File: src/rtl/bcd_pkg.sv
// ============================================================================
//  Module      : bcd_pkg
//  Description : Shared types and constant helpers for the binary-to-BCD block.
//  Revision    : 1.0 - initial release
// ============================================================================
`default_nettype none

package bcd_pkg;

    typedef enum logic [0:0] {
        IDLE  = 1'b0,
        SHIFT = 1'b1
    } state_t;

    function automatic int unsigned pow10(input int unsigned n);
        int unsigned r;
        r = 1;
        for (int unsigned i = 0; i < n; i++) begin
            r = r * 10;
        end
        return r;
    endfunction

    // Wide enough for up to 16 digits; callers slice down to their own width.
    function automatic logic [63:0] all_nines(input int unsigned digits);
        logic [63:0] r;
        r = '0;
        for (int unsigned i = 0; i < 16; i++) begin
            if (i < digits) begin
                r[4*i +: 4] = 4'h9;
            end
        end
        return r;
    endfunction

endpackage

`default_nettype wire

File: src/rtl/bcd_digit_adj.sv
// ============================================================================
//  Module      : bcd_digit_adj
//  Description : Double-dabble digit correction: add 3 to any nibble >= 5.
//  Revision    : 1.0 - initial release
// ============================================================================
`default_nettype none

module bcd_digit_adj (
    input  logic [3:0] digit_i,
    output logic [3:0] digit_o
);

    assign digit_o = (digit_i >= 4'd5) ? (digit_i + 4'd3) : digit_i;

endmodule

`default_nettype wire

File: src/rtl/bin2bcd_seq.sv
// ============================================================================
//  Module      : bin2bcd_seq
//  Description : Sequential shift-and-add-3 binary-to-BCD converter with
//                start/busy/done handshake and all-nines saturation.
//  Revision    : 1.0 - initial release
// ============================================================================
`default_nettype none

module bin2bcd_seq
    import bcd_pkg::*;
#(
    parameter int WIDTH  = 14,
    parameter int DIGITS = 4
) (
    input  logic                  iClk,
    input  logic                  iRst_n,
    input  logic                  iStart,
    input  logic [WIDTH-1:0]      iBin,
    output logic                  oBusy,
    output logic                  oDone,
    output logic [4*DIGITS-1:0]   oBcd,
    output logic                  oOvf
);

    localparam int          BW     = 4 * DIGITS;
    localparam int          CW     = $clog2(WIDTH + 1);
    localparam int unsigned MAXV   = pow10(DIGITS) - 1;
    localparam logic [63:0] NINES_W = all_nines(DIGITS);
    localparam logic [BW-1:0] NINES = NINES_W[BW-1:0];

    state_t              state_q;
    logic [WIDTH-1:0]    sh_q;
    logic [BW-1:0]       scr_q;
    logic [CW-1:0]       cnt_q;
    logic                ovf_q;

    logic [BW-1:0]       adj_d;
    logic [BW-1:0]       scr_d;
    logic [WIDTH-1:0]    sh_d;
    logic                sat_d;
    logic [31:0]         bin_ext_d;

    genvar k;
    generate
        for (k = 0; k < DIGITS; k++) begin : g_adj
            bcd_digit_adj u_adj (
                .digit_i (scr_q[4*k +: 4]),
                .digit_o (adj_d[4*k +: 4])
            );
        end
    endgenerate

    assign scr_d     = {adj_d[BW-2:0], sh_q[WIDTH-1]};
    assign sh_d      = {sh_q[WIDTH-2:0], 1'b0};
    assign bin_ext_d = 32'(iBin);
    // A bit falling off the top digit can only happen when the operand is
    // already out of range, so it simply reinforces the saturate decision.
    assign sat_d     = ovf_q | adj_d[BW-1];

    always_ff @(posedge iClk) begin
        if (!iRst_n) begin
            state_q <= IDLE;
            sh_q    <= '0;
            scr_q   <= '0;
            cnt_q   <= '0;
            ovf_q   <= 1'b0;
            oBusy   <= 1'b0;
            oDone   <= 1'b0;
            oBcd    <= '0;
            oOvf    <= 1'b0;
        end else begin
            oDone <= 1'b0;
            case (state_q)
                IDLE: begin
                    if (iStart) begin
                        sh_q    <= iBin;
                        scr_q   <= '0;
                        cnt_q   <= CW'(WIDTH);
                        ovf_q   <= (bin_ext_d > MAXV);
                        oBusy   <= 1'b1;
                        state_q <= SHIFT;
                    end
                end
                SHIFT: begin
                    scr_q <= scr_d;
                    sh_q  <= sh_d;
                    cnt_q <= cnt_q - CW'(1);
                    if (cnt_q == CW'(1)) begin
                        oBcd    <= sat_d ? NINES : scr_d;
                        oOvf    <= ovf_q;
                        oDone   <= 1'b1;
                        oBusy   <= 1'b0;
                        state_q <= IDLE;
                    end
                end
                default: begin
                    state_q <= IDLE;
                    oBusy   <= 1'b0;
                end
            endcase
        end
    end

endmodule

`default_nettype wire
File: config.mk
export PLATFORM = sky130hd
export DESIGN_NAME = bin2bcd_seq
export DESIGN_NICKNAME = d
export VERILOG_FILES = /design/src/rtl/bcd_pkg.sv /design/src/rtl/bcd_digit_adj.sv /design/src/rtl/bin2bcd_seq.sv
export SDC_FILE = /design/constraint.sdc
export NUM_CORES = 1
export LEC_CHECK = 0
export BUFFER_PORTS_ARGS = -buffer_cell sky130_fd_sc_hd__buf_4
export CAP_MARGIN = 20
export CORE_MARGIN = 2
export CORE_UTILIZATION = 50
export DETAILED_ROUTE_END_ITERATION = 8
export HOLD_SLACK_MARGIN = 0.15
export PLACE_DENSITY = 0.71
export SETUP_SLACK_MARGIN = 0.5
export SYNTH_ARGS = -nofsm -noshare
export SYNTH_HDL_FRONTEND = slang
export SYNTH_SLANG_ARGS = --single-unit
File: constraint.sdc
create_clock -name iClk -period 2.3 [get_ports iClk]
set_clock_uncertainty 0.05 [all_clocks]
set_input_delay 0.115 -clock iClk [delete_from_list [all_inputs] [get_ports iClk]]
set_output_delay 0.115 -clock iClk [all_outputs]
set_load 0.01 [all_outputs]
======== Yosys cells after proc, flatten, opt, wreduce, memory -nomap -nowiden ========
Index checks and enable logic that the tools add are counted.
cells by class
  $add $sub $neg .......................... 5
  bitwise operators ....................... 2
  multiplexer cells ....................... 18
  magnitude comparators ................... 5
  eq/ne operators ......................... 3
  reductions and logical operators ........ 4
operators with widths
  operator                count
  $mux W16                2
  $pmux W16 S2            1
  $pmux W14 S2            1
  $mux W4                 5
  $add A4 B2 Y4 const B   4
  $ge A4 B3 Y1 const B    4
  $gt A14 B14 Y1 const B  1
  $mux W14                1
  $pmux W4 S2             1
  $reduce_and A2 Y1       4
  $mux W1                 5
  $eq A4 B1 Y1 const B    1
  $pmux W1 S2             2
  $sub A4 B1 Y4 const B   1
  $ne A2 B1 Y1 const B    1
  $ne A2 B2 Y1 const B    1
  $not A1 Y1              1
  $or A1 B1 Y1            1
storage, ports and cells
  word-level logic and storage cells ...... 46
  flip-flop bits (word level) ............. 55

======== Longest topological paths before layout ========
Gate-level depths: netlist of run 1.
  depth after elaboration ................. 4
  mapped depth ............................ 9
  depth with buffers taken out ............ 8

======== Modules after synthesis ========
A second synthesis of run 1 with hierarchy kept.
second synthesis, totals
  cell total of the unflattened synthesis .. 280
  area, all modules ....................... 2600.0 um^2
modules (own cells, without submodules)
  module         seq. area each (um^2)  cells each  area each (um^2)  times used
  bin2bcd_seq    1101.1                 216         2194.6            1
  bcd_digit_adj  0.0                    16          101.3             4

======== Worst setup path before layout of run 1 ========
Ideal clock, no wire load.
  path kind ............................... register to register
  start ................................... register scr_q[12]
  end ..................................... register oBcd[11]
  arrival time ............................ 1471 ps
  period minus slack after synthesis ...... 1635 ps
  slack ................................... 665 ps
  stages on the path, launching flop included .. 8
  required time ........................... 2136 ps
  path buffers ............................ 0
  setup time .............................. 114 ps
  cells stage by stage .................... dfxtp_1 inv_1 ha_1 nor2b_1 nor3_2 a211oi_4 a21oi_1 a21o_1
between the ends
  word-level cells in the longest chain between the ends .. 4
  elaborated cells between the ends (all ways) .. 5
ends and longest elaborated chain
  element                                               line                 RTL
  from (decl)                                           bin2bcd_seq.sv:33    logic [BW-1:0] scr_q;
  from (signal assigned)                                bin2bcd_seq.sv:85    scr_q <= scr_d;
  $add A4 B2 Y4 / $ge A4 B3 Y1 (equally long branches)  bcd_digit_adj.sv:13  assign digit_o = (digit_i >= 4'd5) ? (digit_i + 4'd3) : digit_i;
  $mux W4 *                                             bcd_digit_adj.sv:13
  $or A1 B1 Y1 *                                        bin2bcd_seq.sv:58    assign sat_d = ovf_q | adj_d[BW-1];
  $mux W16 *                                            bin2bcd_seq.sv:89    oBcd <= sat_d ? NINES : scr_d;
  to (signal assigned)                                  bin2bcd_seq.sv:89
  to (decl)                                             bin2bcd_seq.sv:21    output logic [4*DIGITS-1:0] oBcd,
Mark *: on every way between the ends. The rest lies on a longest branch, timed or not.
A chain may end at the register's enable or synchronous reset.

======== Worst setup path in the final report of run 1 ========
  start ................................... register scr_q[13]
  end ..................................... register scr_q[14]
between the ends
  word-level cells in the longest chain between the ends .. 3
  elaborated cells between the ends (all ways) .. 4
ends and longest elaborated chain
  element                                               line                 RTL
  $add A4 B2 Y4 / $ge A4 B3 Y1 (equally long branches)  bcd_digit_adj.sv:13
  $mux W4 *                                             bcd_digit_adj.sv:13
  $pmux W16 S2 *                                        bin2bcd_seq.sv:73    case (state_q)
Marked as above.

==> impl_metrics.py, run 1 <==
metrics = {
    "placed_design": {
        "postPlaceCellArea_um2": 2860,
        "dpl_worst_slack_ns": 0.478,
        "port_buffers": 35,
        "dp.cells": 375,
        "place_congestion": 0.729,
        "dp_hpwl_um": 3610,
    },
    "critical_path": {
        "crit_type": "register to register",
        "crit_chain": "inv_1, ha_1, nor2b_2, nor2_1, nor2_2, mux2_2, o32ai_1",
        "cp_slowest_cell": "mux2_2",
        "start_kind": "register",
        "cp.required_ns": 2.46,
        "cp.arrival_ns": 1.82,
        "crit_fanout": 4,
        "slowest_delay_ns": 0.37,
        "endpoint_kind": "register",
    },
    "yosys": {
        "synth_area_leaders": "dfxtp_1 (43%), mux2i_1 (7.0%), ha_1 (4.9%)",
        "synth_compound_area_frac": 0.186,
        "ys_ff_latch": 55,
        "synth_nets": 308,
        "yosys_warnings": 0,
        "synthFlopType": "dfxtp_1",
        "synth_enable_flop_cells": 0,
        "synth_top_family_by_area": "compound AO/OA/AOI/OAI gates",
        "synth_top_area_frac": 0.431,
        "synthSimpleGateAreaFrac": 0.181,
        "synth.distinct_cells": 39,
        "ys_async_sr_fraction": 0,
        "yosys.area.top_type": "dfxtp_1",
        "avgSynthCellArea_um2": 9.10,
        "synth_common_cells": "dfxtp_1 (55), nand2_1 (30), o21ai_1 (25), a21oi_1 (20), mux2i_1 (18)",
        "yosys-mux-area-fraction": 0.0881,
        "synth_xor_area_frac": 0.0137,
        "yosysSeqAreaShare": 0.431,
        "postSynthCellCount": 281,
        "yosysMostFrequentCell": "dfxtp_1",
        "mappedNetlistArea_um2": 2560,
        "synthAdderAreaFrac": 0.0489,
    },
    "power": {
        "leakage_nw": 1.26,
        "power_density_nw_per_um2": 548,
        "irDropWorstVdd_mv": 0.318,
        "p_sw_mw": 0.406,
        "pwr-share-comb": 0.111,
        "internal_power_mw": 1.28,
        "p_seq_frac": 0.591,
        "clock_power_share": 0.298,
        "switching_share": 0.240,
    },
    "timing": {
        "max-slew-margin-rel": 0.764,
        "setup_violations": 0,
        "finalWorstSetupSlack_ns": 0.641,
        "rsz0062_at_grt": "false",
        "hold_ws_ns": 0.161,
        "period_minus_slack_ns": 1.66,
        "finalHoldViolations": 0,
        "tns_ns": 0,
        "timing.final.crit_share": 0.721,
        "fmax_mhz": 603,
        "worstMarginPinSlew_ns": 0.354,
        "slew_viol_final": 0,
    },
    "grt": {
        "grt_pass1_vias": 1981,
        "grtUsageTotal": 0.198,
        "grt_max_degree": 35,
        "grt_overflow": 0,
        "antenna_found_initial": 0,
        "grt_pass1_wl_um": 8720,
    },
    "clock_network": {
        "cts_buffers": 5,
        "cts_buffer_depth": 2,
        "clk_latency_ns": 0.30,
        "cts_htree_levels": 2,
        "cts.sinks": 55,
        "cts_tree": "yes",
        "clk_pin_slew_ns": 0.09,
        "cts.root.buffer_cell": "clkbuf_8",
    },
    "worst_hold_path": {
        "hold_class": "input port to register",
    },
    "route": {
        "via_per_inst": 5.17,
        "vias": 2053,
        "initialDrtViolationCount": 76,
        "firstDrtPassIters": 4,
        "wl_um": 5190,
        "ant_nets": 0,
        "wl_per_cell_um": 13.1,
        "drcViolationCount": 0,
    },
    "die": {
        "fp.coreArea_um2": 5010,
        "dieArea_um2": 5700,
        "die_w_um": 75.5,
        "die_y_um": 75.5,
        "io_pins": 36,
        "rows": 26,
        "initial_core_util": 0.510,
    },
    "finish": {
        "n_antenna_cell": 0,
        "nets": 353,
        "stdcell_area_um2": 3090,
        "instances_no_fill": 397,
        "syn2layout_area_growth_pct": 20.6,
        "layout-drive-gt1-share": 0.183,
    },
    "run": {
        "cap_violations": 0,
    },
    "status": {
        "outcome": "finished clean",
    },
}
[layout make-up]
type | count | area (µm²)
well taps | 70 | 87.6
clock inverters | 1 | 5.00
fillers | 485 | 1920
inverters | 17 | 65.1
flip-flops and latches | 55 | 1100
multi-input cells | 195 | 1330
repair buffers | 52 | 420
clock buffers | 7 | 76.3
[placed cells by master (no fill, tap or decap), types with 2 or more instances in the layout]
master	instances
ha_1	10
a21o_1	7
xnor2_1	4
dfxtp_1	54
dlygate4sd3_1	12
nor3_1	4
clkbuf_8	5
nand3_1	2
o32ai_1	8
nor2_1	3
mux2_2	3
a21oi_1	20
nand2_1	30
nor2b_1	9
and2_1	16
nor3b_1	9
nand2b_1	3
clkinv_2	2
clkbuf_1	2
buf_4	40
nor3_2	2
o21ai_1	25
inv_1	16
nor2_2	2
mux2i_1	18
o21a_1	5
[sequential cells by signal, summed over array words and instances, names as in the netlist]
name     flops
oBusy        1
sh_q        14
oDone        1
oBcd        16
oOvf         1
cnt_q        4
scr_q       16
ovf_q        1
state_q      1
[critical path: cells and delay by family (launching register included)]
family                     cells  cell delay, ns
buffers and inverters          1            0.12
DFF                            1            0.34
adders and majority gates      1            0.21
muxes                          1            0.37
and+or+nand+nor                3            0.38
AOI/OAI and AO/OA              1            0.10
[power groups by stage]
stage	sequential (mW)	combinational (mW)	clock, mW
floorplan	1.02	0.118	0
CTS	0.999	0.188	0.524
global route	1.00	0.210	0.565
global placement	1.02	0.166	0
finish	0.998	0.188	0.504
detailed placement	1.02	0.169	0
[what timing repair did]
action / 4_1_cts / 5_1_grt
gates resized for setup: 0 / 2
hold buffers: 12 / 0
setup endpoints to repair: 16 / 12
pin swaps: 1 / 0
endpoints found under the hold margin: 14 / 0
setup buffers: 2 / 0
[cells by family (layout without fill, tap and decap cells)]
logic type	count (synthesis)	count (layout)
AO/OA/AOI/OAI	74	74
XOR/XNOR	4	4
adder cells (fa/ha/maj)	10	10
buffers and inverters	31	77
flip-flops	55	55
multiplexers	22	22
AND/OR/NAND/NOR	85	85
[stage by stage]
step / util / total power [mW]
floorplan: - / 1.13
global placement: 0.572 / 1.19
detailed placement: 0.572 / 1.19
CTS: 0.615 / 1.71
global route: 0.616 / 1.78
finish: 0.616 / 1.69
[layer usage]
metal / share of wire / routed length (µm) / vias to the layer above / track usage
li1: - / - / 1051 / -
met4: 0.0085 / 44 / 0 / 0.0507
met3: 0.039 / 202 / 7 / 0.0437
met5: 0 / 0 / - / 0
met1: 0.44 / 2310 / 951 / 0.236
met2: 0.51 / 2640 / 44 / 0.360
[path summary, 6_finish.rpt]
path                                              from                     end  slack [ns]  depth (start not counted)
worst max-delay path            scr_q[13]$_SDFFE_PN0P_  scr_q[14]$_SDFFE_PN0P_        0.64                          7
worst min-delay path                           iBin[4]    sh_q[4]$_SDFFE_PN0P_        0.16                          4
worst max register to register  scr_q[13]$_SDFFE_PN0P_  scr_q[14]$_SDFFE_PN0P_        0.64                          7
worst min register to register   oBcd[13]$_SDFFE_PN0P_   oBcd[13]$_SDFFE_PN0P_        0.40                          2
(Power assumes the default switching activity.)
==> run 2: changes to the inputs <==
--- a/config.mk
+++ b/config.mk
@@ -5,6 +5,7 @@
 export SDC_FILE = /design/constraint.sdc
 export NUM_CORES = 1
 export LEC_CHECK = 0
+export ABC_AREA = 1
 export BUFFER_PORTS_ARGS = -buffer_cell sky130_fd_sc_hd__buf_4
 export CAP_MARGIN = 20
 export CORE_MARGIN = 2
==> constraint.sdc (replaced) <==
create_clock -name iClk -period 1.6 [get_ports iClk]
set_clock_uncertainty 0.05 [all_clocks]
set_input_delay 0.08 -clock iClk [delete_from_list [all_inputs] [get_ports iClk]]
set_output_delay 0.08 -clock iClk [all_outputs]
set_load 0.01 [all_outputs]
==> impl_metrics.py, run 2 <==
metrics = {
    "status": {
        "outcome": "finished clean",
    },
    "finish": {
        "nets": 555,
        "final_common_cell": "nand2_1",
        "syn2layout_area_growth_pct": 61.6,
        "n_antenna_cell": 0,
        "layout-drive-gt1-share": 0.408,
        "fillers": 318,
        "reg_top3": "oBcd (16), scr_q (16), sh_q (14)",
        "layout_common_cells": "nand2_1 (104), buf_4 (67), dfxtp_1 (42), inv_1 (40), nor2_1 (33)",
        "stdcell_area_um2": 4520,
        "final_util": 0.831,
    },
    "timing": {
        "finalHoldViolations": 0,
        "tns_ns": 0,
        "timing.final.crit_share": 0.971,
        "max-slew-margin-rel": 0.553,
        "slew_viol_final": 0,
        "worstMarginPinSlew_ns": 0.669,
        "finalWorstSetupSlack_ns": 0.0459,
        "period_minus_slack_ns": 1.55,
        "rsz0062_at_grt": "true",
        "setup_violations": 0,
        "fmax_mhz": 643,
    },
    "worst_hold_path": {
        "hold_class": "input port to register",
        "min_to": "sh_q[3]$_SDFFE_PN0P_",
        "min_from": "iBin[3]",
        "hold_depth": 5,
    },
    "yosys": {
        "synth_common_cells": "nand2_1 (137), inv_1 (57), dfxtp_1 (55), nand3_1 (44), nor2_1 (40)",
        "postSynthCellCount": 426,
        "synthFlopType": "dfxtp_1",
        "synth.distinct_cells": 28,
        "mappedNetlistArea_um2": 2800,
        "avgSynthCellArea_um2": 6.56,
        "synth_nets": 453,
        "ys_ff_latch": 55,
        "yosys_warnings": 0,
        "yosys.area.top_type": "dfxtp_1",
        "yosysSeqAreaShare": 0.394,
        "ys_async_sr_fraction": 0,
        "synth_area_leaders": "dfxtp_1 (39%), nand2_1 (18%), nand3_1 (7.9%)",
        "yosysMostFrequentCell": "nand2_1",
        "synth_enable_flop_cells": 0,
        "synth_top_area_frac": 0.394,
    },
    "critical_path": {
        "rr_endpoint": "oBcd[3]$_SDFFE_PN0P_",
        "crit_type": "register to register",
        "start_kind": "register",
        "reg2reg_depth": 12,
        "cp.arrival_ns": 1.72,
        "reg2reg_from": "scr_q[12]$_SDFFE_PN0P_",
        "endpoint_kind": "register",
        "timing.reg2reg.setup_slack_ns": 0.05,
        "cp.required_ns": 1.77,
        "crit_fanout": 7,
    },
    "grt": {
        "antenna_found_initial": 0,
        "grt_overflow": 0,
        "grt_pass1_wl_um": 13500,
        "grt_max_degree": 21,
        "grt_pass1_vias": 2927,
        "grtUsageTotal": 0.277,
    },
    "power": {
        "power_density_nw_per_um2": 629,
        "power_mw": 2.84,
        "leakage_nw": 2.20,
        "irDropWorstVdd_mv": 0.423,
    },
    "route": {
        "drcViolationCount": 0,
        "wl_um": 9320,
        "vias": 3220,
        "ant_nets": 0,
        "firstDrtPassIters": 4,
        "initialDrtViolationCount": 210,
        "via_per_inst": 5.36,
        "wl_per_cell_um": 15.5,
    },
    "die": {
        "die_y_um": 78.8,
        "io_pins": 36,
        "rows": 27,
        "initial_core_util": 0.514,
        "dieArea_um2": 6200,
        "fp.coreArea_um2": 5440,
        "die_w_um": 78.8,
    },
    "clock_network": {
        "cts.root.buffer_cell": "clkbuf_8",
        "cts.sinks": 55,
        "cts_buffer_depth": 2,
        "cts_buffers": 5,
        "clk_pin_slew_ns": 0.10,
        "cts_htree_levels": 2,
        "cts_tree": "yes",
        "clk_latency_ns": 0.32,
    },
    "run": {
        "cap_violations": 0,
    },
    "placed_design": {
        "port_buffers": 35,
        "postPlaceCellArea_um2": 3290,
        "dp_hpwl_um": 4700,
        "place_congestion": 0.854,
        "dpl_worst_slack_ns": 0.139,
    },
}
==> run 2: changes by cell type after synthesis, sizes merged, moves of 8 or more <==
cell,before,now
and2,16,0
inv,16,58
mux2i,18,0
nand2,32,138
nand3,2,45
nand4,0,8
nor2,5,42
nor2b,10,0
nor3b,9,0
o21ai,27,18
o32ai,8,0
==> run 2: area by class of cell <==
class	instances	area, µm²	share of cell area
Timing Repair inverter	2	22.5	0.00498
Multi-Input combinational cell	297	1930	0.428
Inverter	60	273	0.0604
Sequential cell	55	1130	0.251
Clock buffer	8	100	0.0222
Timing Repair Buffer	107	967	0.214
Tap cell	72	90.1	0.0199
==> run 2: logic make-up after synthesis <==
| logic type | count (synthesis) | synth area share |
|---|---|---|
| AOI/OAI and AO/OA | 51 | 0.102 |
| xor gates and xnor gates | 1 | 0.00313 |
| adders and majority gates | 10 | 0.0448 |
| and+or+nand+nor | 235 | 0.349 |
| DFF | 55 | 0.394 |
| buffers and inverters | 74 | 0.107 |
==> run 2: worst max-delay path: stages (launching register included) <==
cell,delay (ns)
dfxtp_4,0.39
inv_4,0.07
ha_4,0.14
inv_2,0.04
nand2_4,0.07
nand2_4,0.06
nand2_2,0.07
nor2_2,0.05
nor2_2,0.18
buf_6,0.16
nand2_1,0.06
nand2_1,0.06
inv_1,0.04
==> run 2: per-layer routing <==
layer  vias up  global-route usage  part of all wire
li1       1561                   -                 -
met1      1525               0.324              0.40
met2       106               0.503              0.52
met3        28              0.0455             0.046
met4         0               0.111             0.032
met5         -                   0                 0
==> run 2: what timing repair did <==
action                     CTS  global route
setup buffers               28            15
gates resized for setup     83            70
hold buffers                13             4
hold endpoints to repair    22            16
gates cloned                 3             2
pin swaps                   28            35
setup endpoints to repair   52            52
==> run 2: worst max path at each step <==
stage,from,end,cells past startpoint
6_report,scr_q[12]$_SDFFE_PN0P_,oBcd[3]$_SDFFE_PN0P_,12
5_1_grt,scr_q[12]$_SDFFE_PN0P_,oBcd[3]$_SDFFE_PN0P_,12
4_1_cts,scr_q[13]$_SDFFE_PN0P_,oBcd[0]$_SDFFE_PN0P_,11
3_5_place_dp,scr_q[12]$_SDFFE_PN0P_,oBcd[2]$_SDFFE_PN0P_,11
3_3_place_gp,scr_q[12]$_SDFFE_PN0P_,oBcd[14]$_SDFFE_PN0P_,11
2_1_floorplan,scr_q[13]$_SDFFE_PN0P_,oBcd[3]$_SDFFE_PN0P_,11
==> run 2: power by group <==
group	internal, mW	leakage (nW)	switching, mW
logic	0.254	1.70	0.273
registers	1.41	0.455	0.0481
clock network	0.396	0.0515	0.463
==> run 2: through the flow <==
stage | cells | hold slack [ns]
final | 601 | 0.101
after global routing | 601 | 0.153
after CTS | 580 | 0.0726
after detailed placement | 528 | 0.325
after global placement | 528 | 0.320
after floorplan | 426 | 0.195
==> run 3: changes to the inputs <==
--- a/config.mk
+++ b/config.mk
@@ -13,6 +13,7 @@
 export DETAILED_ROUTE_END_ITERATION = 8
 export HOLD_SLACK_MARGIN = 0.15
 export PLACE_DENSITY = 0.71
+export RECOVER_POWER = 50
 export SETUP_SLACK_MARGIN = 0.5
 export SYNTH_ARGS = -nofsm -noshare
 export SYNTH_HDL_FRONTEND = slang
==> impl_metrics.py, run 3 (synthesis results as in run 2) <==
metrics = {
    "status": {
        "outcome": "finished clean",
    },
    "die": {
        "dieArea_um2": 6200,
        "die_w_um": 78.8,
        "fp.coreArea_um2": 5440,
        "initial_core_util": 0.514,
        "die_y_um": 78.8,
        "rows": 27,
        "io_pins": 36,
    },
    "clock_network": {
        "cts_buffer_depth": 2,
        "cts_tree": "yes",
        "cts.root.buffer_cell": "clkbuf_8",
        "cts_buffers": 5,
        "cts.sinks": 55,
        "cts_htree_levels": 2,
        "clk_latency_ns": 0.32,
        "clk_pin_slew_ns": 0.10,
    },
    "power": {
        "switching_share": 0.279,
        "leakage_nw": 2.09,
        "power_mw": 2.82,
        "clock_power_share": 0.308,
        "pwr-share-comb": 0.176,
        "p_seq_frac": 0.516,
        "power_density_nw_per_um2": 644,
        "p_sw_mw": 0.787,
        "internal_power_mw": 2.03,
        "irDropWorstVdd_mv": 0.421,
    },
    "finish": {
        "fillers": 358,
        "layout_common_cells": "nand2_1 (104), buf_4 (47), dfxtp_1 (43), inv_1 (40), nor2_1 (33)",
        "register_area_um2": 1130,
        "final_util": 0.804,
        "instances_no_fill": 601,
        "layout-drive-gt1-share": 0.363,
        "nets": 555,
        "reg_top3": "oBcd (16), scr_q (16), sh_q (14)",
        "final_common_cell": "nand2_1",
        "syn2layout_area_growth_pct": 56.5,
        "n_antenna_cell": 0,
        "multi_input_area_um2": 1920,
    },
    "route": {
        "vias": 3249,
        "drcViolationCount": 0,
        "initialDrtViolationCount": 214,
        "via_per_inst": 5.41,
        "wl_um": 9300,
        "ant_nets": 0,
        "wl_per_cell_um": 15.5,
        "firstDrtPassIters": 6,
    },
    "worst_hold_path": {
        "min_to": "sh_q[3]$_SDFFE_PN0P_",
        "hold_depth": 5,
        "hold_class": "input port to register",
        "min_from": "iBin[3]",
    },
    "critical_path": {
        "timing.reg2reg.setup_slack_ns": 0.04,
        "reg2reg_from": "scr_q[12]$_SDFFE_PN0P_",
        "crit_fanout": 7,
        "cp.required_ns": 1.77,
        "cp.arrival_ns": 1.73,
        "crit_type": "register to register",
        "endpoint_kind": "register",
        "start_kind": "register",
        "reg2reg_depth": 12,
        "rr_endpoint": "oBcd[0]$_SDFFE_PN0P_",
    },
    "placed_design": {
        "dp_hpwl_um": 4700,
        "port_buffers": 35,
        "place_congestion": 0.854,
        "dp.cells": 528,
    },
    "grt": {
        "antenna_found_initial": 0,
        "grt_pass1_vias": 2927,
        "grt_overflow": 0,
        "grt_pass1_wl_um": 13500,
        "grt_max_degree": 21,
        "grtUsageTotal": 0.277,
    },
    "timing": {
        "fmax_mhz": 640,
        "worstMarginPinSlew_ns": 0.662,
        "slew_viol_final": 0,
        "rsz0062_at_grt": "true",
        "timing.final.crit_share": 0.976,
        "finalHoldViolations": 0,
        "setup_violations": 0,
        "period_minus_slack_ns": 1.56,
        "max-slew-margin-rel": 0.557,
    },
    "run": {
        "cap_violations": 0,
    },
}
## run 3: cell types whose count changed in the layout (fill, tap and decap cells not counted), moves of 2 or more
cell      before  now
buf_4         67   47
o21ai_1        9    7
o21ai_0        9   11
clkbuf_2       0    3
clkbuf_1       1   22
## run 3: repair_timing
action                     in CTS  in global routing
hold endpoints to repair       22                 16
resized for setup              83                 70
pin swaps                      28                 35
cloned                          3                  2
setup endpoints to repair      52                 52
hold buffers                   13                  4
buffers inserted               28                 15
## run 3: power by group through the flow
| stage | Combinational [mW] | Clock (mW) | Sequential (mW) |
|---|---|---|---|
| 2_1_floorplan | 0.197 | 0 | 1.47 |
| 3_3_place_gp | 0.291 | 0 | 1.48 |
| 3_5_place_dp | 0.297 | 0 | 1.48 |
| 4_1_cts | 0.413 | 0.856 | 1.45 |
| 5_1_grt | 0.531 | 0.911 | 1.46 |
| 6_report | 0.495 | 0.869 | 1.46 |
## run 3: through the flow
step	hold slack (ns)	cell area (µm²)	worst slack (ns)	setup TNS (ns)
final	0.104	4380	0.0385	0
after floorplan	0.195	2950	0.246	0
after global placement	0.320	3290	0.186	0
after detailed placement	0.325	3290	0.139	0
after global routing	0.153	4380	-0.0374	-0.0642
after CTS	0.0726	4110	0.198	0
## run 3: worst max path at each step
stage                                       from               endpoint  slack (ns)
after global placement    scr_q[12]$_SDFFE_PN0P_  oBcd[14]$_SDFFE_PN0P_        0.19
after floorplan           scr_q[13]$_SDFFE_PN0P_   oBcd[3]$_SDFFE_PN0P_        0.25
after detailed placement  scr_q[12]$_SDFFE_PN0P_   oBcd[2]$_SDFFE_PN0P_        0.14
after global routing      scr_q[12]$_SDFFE_PN0P_   oBcd[3]$_SDFFE_PN0P_       -0.04
final                     scr_q[12]$_SDFFE_PN0P_   oBcd[0]$_SDFFE_PN0P_        0.04
after CTS                 scr_q[13]$_SDFFE_PN0P_   oBcd[0]$_SDFFE_PN0P_        0.20
## run 3: per-layer routing
metal  wire length (µm)  part of all wire  GRT usage
met1               3730              0.40      0.324
met4                299             0.032      0.111
met5                  0                 0          0
met3                398             0.043     0.0455
met2               4870              0.52      0.503
## run 3: layout make-up
class / instances / area share
Multi-Input combinational cell: 297 / 0.439
Sequential cell: 55 / 0.258
Timing Repair Buffer: 107 / 0.192
Inverter: 60 / 0.0623
Clock buffer: 8 / 0.0229
Tap cell: 72 / 0.0206
Timing Repair inverter: 2 / 0.00515
## run 3: critical path, stage by stage (launching register included)
cell and delay (ns):
dfxtp_4 0.39, inv_4 0.07, ha_4 0.14, inv_2 0.04
nand2_4 0.07, nand2_4 0.06, nand2_2 0.07, nor2_2 0.05
nor2_2 0.18, buf_6 0.16, nand2_2 0.05, nand2_1 0.08
inv_1 0.05
